`src/rtl/eater_ctrl_seq.sv`:
```
// Microcode sequencer: T-step counter, halt latch and control-word decode (CTRL_EARLY_RESET_EN ends zero-word instructions early).
// Latency: ctrl_word is combinational from the current step; step/halted update on each rising edge.
// Backpressure: none; only HLT freezes the sequencer and only clr releases it.
module eater_ctrl_seq #(
    parameter int NUM_STEPS = 5,
    parameter int STEP_W    = 3
) (
    input  logic              clk,
    input  logic              clr,
    input  logic [3:0]        opcode,
    input  logic              ovf,
    input  logic              zf,
    output logic [15:0]       ctrl_word,
    output logic [STEP_W-1:0] step,
    output logic              halted
);

    logic [STEP_W-1:0] step_q, step_d;
    logic              halted_q, halted_d;
    logic [15:0]       ctrl_dec;
    logic              last_step;

    always_comb begin
        ctrl_dec = 16'h0000;
        case (step_q)
            STEP_W'(0): ctrl_dec = 16'h4004;
            STEP_W'(1): ctrl_dec = 16'h1408;
            // Flags only influence the word here, at T2.
            STEP_W'(2): begin
                case (opcode)
                    4'h1, 4'h2, 4'h3, 4'h4: ctrl_dec = 16'h4800;
                    4'h5:    ctrl_dec = 16'h0A00;
                    4'h6:    ctrl_dec = 16'h0802;
                    4'h7:    ctrl_dec = ovf ? 16'h0802 : 16'h0000;
                    4'h8:    ctrl_dec = zf  ? 16'h0802 : 16'h0000;
                    4'hE:    ctrl_dec = 16'h0110;
                    4'hF:    ctrl_dec = 16'h8000;
                    default: ctrl_dec = 16'h0000;
                endcase
            end
            STEP_W'(3): begin
                case (opcode)
                    4'h1:       ctrl_dec = 16'h1200;
                    4'h2, 4'h3: ctrl_dec = 16'h1020;
                    4'h4:       ctrl_dec = 16'h2100;
                    default:    ctrl_dec = 16'h0000;
                endcase
            end
            STEP_W'(4): begin
                case (opcode)
                    4'h2:    ctrl_dec = 16'h0281;
                    4'h3:    ctrl_dec = 16'h02C1;
                    default: ctrl_dec = 16'h0000;
                endcase
            end
            default: ctrl_dec = 16'h0000;
        endcase
    end

    assign ctrl_word = halted_q ? 16'h0000 : ctrl_dec;
    assign last_step = (step_q == STEP_W'(NUM_STEPS - 1));

    // The HLT edge itself also holds step, so a halted CPU sits at T2.
    always_comb begin
        halted_d = halted_q | ctrl_word[15];
        if (halted_q || ctrl_word[15]) begin
            step_d = step_q;
        end else if (last_step) begin
            step_d = '0;
`ifdef CTRL_EARLY_RESET_EN
        end else if ((step_q >= STEP_W'(2)) && (ctrl_word == 16'h0000)) begin
            step_d = '0;
`endif
        end else begin
            step_d = step_q + STEP_W'(1);
        end
    end

    always_ff @(posedge clk or posedge clr) begin
        if (clr) begin
            step_q   <= '0;
            halted_q <= 1'b0;
        end else begin
            step_q   <= step_d;
            halted_q <= halted_d;
        end
    end

    assign step   = step_q;
    assign halted = halted_q;

endmodule

```
`config.mk`:
```
export PLATFORM = sky130hd
export DESIGN_NAME = eater_ctrl_seq
export DESIGN_NICKNAME = d
export VERILOG_FILES = /design/src/rtl/eater_ctrl_seq.sv
export SDC_FILE = /design/constraint.sdc
export NUM_CORES = 1
export LEC_CHECK = 0
export ABC_AREA = 1
export BUFFER_PORTS_ARGS = -buffer_cell sky130_fd_sc_hd__buf_4
export CORE_AREA = 10 10 47 49
export CTS_CLUSTER_SIZE = 30
export DETAILED_ROUTE_END_ITERATION = 16
export DIE_AREA = 0 0 57 59
export PLACE_DENSITY = 0.73
export RECOVER_POWER = 25
export SLEW_MARGIN = 10
export SYNTH_ARGS = -nofsm -noshare
export SYNTH_HDL_FRONTEND = slang
export SYNTH_SLANG_ARGS = --single-unit
```
`constraint.sdc`:
```
create_clock -name clk -period 1.5 [get_ports clk]
set_input_delay 0.15 -clock clk [delete_from_list [all_inputs] [get_ports clk]]
set_output_delay 0.15 -clock clk [all_outputs]
set_load 0.05 [all_outputs]
```
==> results.ini <==
[timing]
fin_crit_sh_pct=120
max_freq_mhz=554
final_max_slew_viol_count=0
whs_ns=0.354
setup_viol=14
setup-tns-final_ns=-3.03
tightest_slew_ns=0.307
clock_skew_ns=0.00507
finalHoldViolations=0
timing.slew.headroom_pct=79.3
grt_setup_unrepaired=true
worst_slack_ns=-0.306
min_period_ns=1.81

[power_and_ir_drop]
vdd_drop_max_v=0.000468
power.leakage_nw=0.578
power.density_mw_per_mm2=247
total_power_mw=0.306

[grt]
grt_pass1_vias=786
grt_max_degree=13
grt_use_total_pct=11.8
antenna_found_initial=0
grt_pass1_wl_um=3370
grt_remaining_overflow=0

[worst_setup_path]
cp.required_ns=1.35
cp_top_family=buffers and inverters
r2r_cells=9
cp_num_buf_inv=5
crit_type=reg2out
cp.arrival_ns=1.66
worstSetupStartpointType=register
cpMaxStageDelayCell=dfrtp_2
reg2reg_slack_ns=0.07
timing.rr.end=step[2]
end_kind=primary output
worstReg2RegStart=step[0]
crit_chain=inv_2 -> ha_4 -> inv_2 -> nor2_4 -> buf_6 -> inv_1 -> o21bai_4 -> nor2_4 -> buf_8
max_stage_delay_ns=0.42
path_max_fanout=6

[run]
cap_violations=0

[yosys]
yosys.area.top_type_share_pct=18.5
synth-seq-cells=4
synthCells=90
synth_top_cell_by_area=dfrtp_1
avgSynthCellArea_um2=6.01
synthesis.area_um2=541
ys_types=23
netlist_top_cells_area=dfrtp_1, nand2_1, nor2_1, ha_1, inv_1
yosys_warnings=0
ys_seq_area_share_pct=18.5
syn_nets=103

[min_path]
hold_path_class=in2async

[cells_and_area]
diodes=0
nets=150
drive_gt1_share_pct=68.1
mostFrequentLayoutCells=buf_4, nand2_1, nor2_4, buf_6, buf_8
layout_commonest_cell=buf_4
syn_to_final_growth_pct=128
fillCellCount=74

[drt]
drcViolationCount=0
viasPerCell=4.98
routedWlPerCell_um=15.7
via_count=752
routed_wl_um=2380
drtAntennaViolNets=0
first_pass_iters=4
first_iter_violations=9

[cts]
clockBufferDepth=2
cts.clk_slew.worst_paths_ns=0.04
htree_levels=1
cts_made_buffers=3
clock-sinks=4
cts_tree=yes
clk_latency_ns=0.23
clockRootBuffer=clkbuf_4

[placed_design]
port_buffers=27
gp_congestion=0.788
dpl.hpwl_um=1500

[die]
rows=14
die_h_um=59
core_mm2=0.00140
num_io_pins=28
initial_core_util_pct=38.6
die_w_um=57
die_area_mm2=0.00336

[status]
violations=negative setup slack
status=finished, violations left

==> how the worst max path moves through the flow <==
stage	start	to	slack, ns	cells past startpoint
after floorplan	step[1]	ctrl_word[7]	-0.19	7
after CTS	step[0]	ctrl_word[6]	-0.24	9
after global routing	step[0]	ctrl_word[9]	-0.35	9
after detailed placement	step[0]	ctrl_word[9]	-0.05	7
final	step[0]	ctrl_word[11]	-0.31	9
after global placement	step[0]	ctrl_word[9]	0.009	7
==> Yosys cell counts <==
| library cell | instances |
|---|---|
| nand2_1 | 24 |
| nor2_1 | 18 |
| inv_1 | 13 |
| ha_1 | 5 |
| dfrtp_1 | 4 |
| nand3_1 | 4 |
| a21oi_1 | 2 |
| buf_4 | 2 |
| inv_2 | 2 |
| nand3b_1 | 2 |
| nor3_2 | 2 |
| a21oi_2 | 1 |
| clkbuf_1 | 1 |
| nand2_2 | 1 |
| nand2_4 | 1 |
| nand4_1 | 1 |
| nor2_2 | 1 |
| nor2_4 | 1 |
| o21ai_0 | 1 |
| o21ai_1 | 1 |
| o21bai_1 | 1 |
| o22ai_1 | 1 |
| or2_0 | 1 |
==> cell type report <==
class	instances	area [µm²]	share of cell area [%]
clock buffer	3	22.5	1.82
multi-input combinational	68	582	47.1
tap	16	20.0	1.62
sequential	4	105	8.51
timing repair buffer	45	449	36.4
inverter	15	56.3	4.56
==> layer usage <==
layer	track usage [%]	wire (µm)	vias up
li1	-	-	368
met4	4.03	20	0
met5	0	0	-
met3	2.58	126	2
met1	11.6	905	360
met2	23.6	1330	22
==> sequential cells by signal (all words and copies together), names as in the netlist <==
signal and flops:
step 3, halted 1
==> kinds of logic after synthesis <==
kind of cell / count (synthesis) / share of synthesized area [%]
adders and majority gates: 5 / 11.6
AOI/OAI and AO/OA: 7 / 7.87
buffers and inverters: 18 / 13.9
and+or+nand+nor: 56 / 48.2
DFF: 4 / 18.5
==> metrics by stage <==
step	util [%]	setup slack, ns	std cells	area, µm²
after global placement	66.3	0.00894	136	928
after global routing	88.1	-0.353	151	1230
after CTS	81.2	-0.236	148	1140
after detailed placement	66.3	-0.0486	136	928
final	88.1	-0.306	151	1230
after floorplan	-	-0.189	90	691
==> worst reg2reg max path, cell delays in order (launching register included) <==
cell and delay, ns:
dfrtp_2 0.39, inv_2 0.06, buf_4 0.13, buf_6 0.11, ha_4 0.16, nand2_4 0.07
buf_6 0.10, inv_2 0.03, or2_0 0.19, o21ai_1 0.11
==> repair_timing <==
action | in CTS | in global routing
hold buffers | 1 | 0
setup endpoints to repair | 14 | 17
endpoints found under the hold margin | 4 | 0
gates resized for setup | 29 | 20
buffers inserted | 8 | 3
pin swaps | 3 | 10
==> power breakdown <==
group | internal (mW) | switching (mW)
clock | 0.0895 | 0.0438
combinational | 0.0238 | 0.0401
sequential | 0.108 | 0
Power figures use the tool's default switching activity.
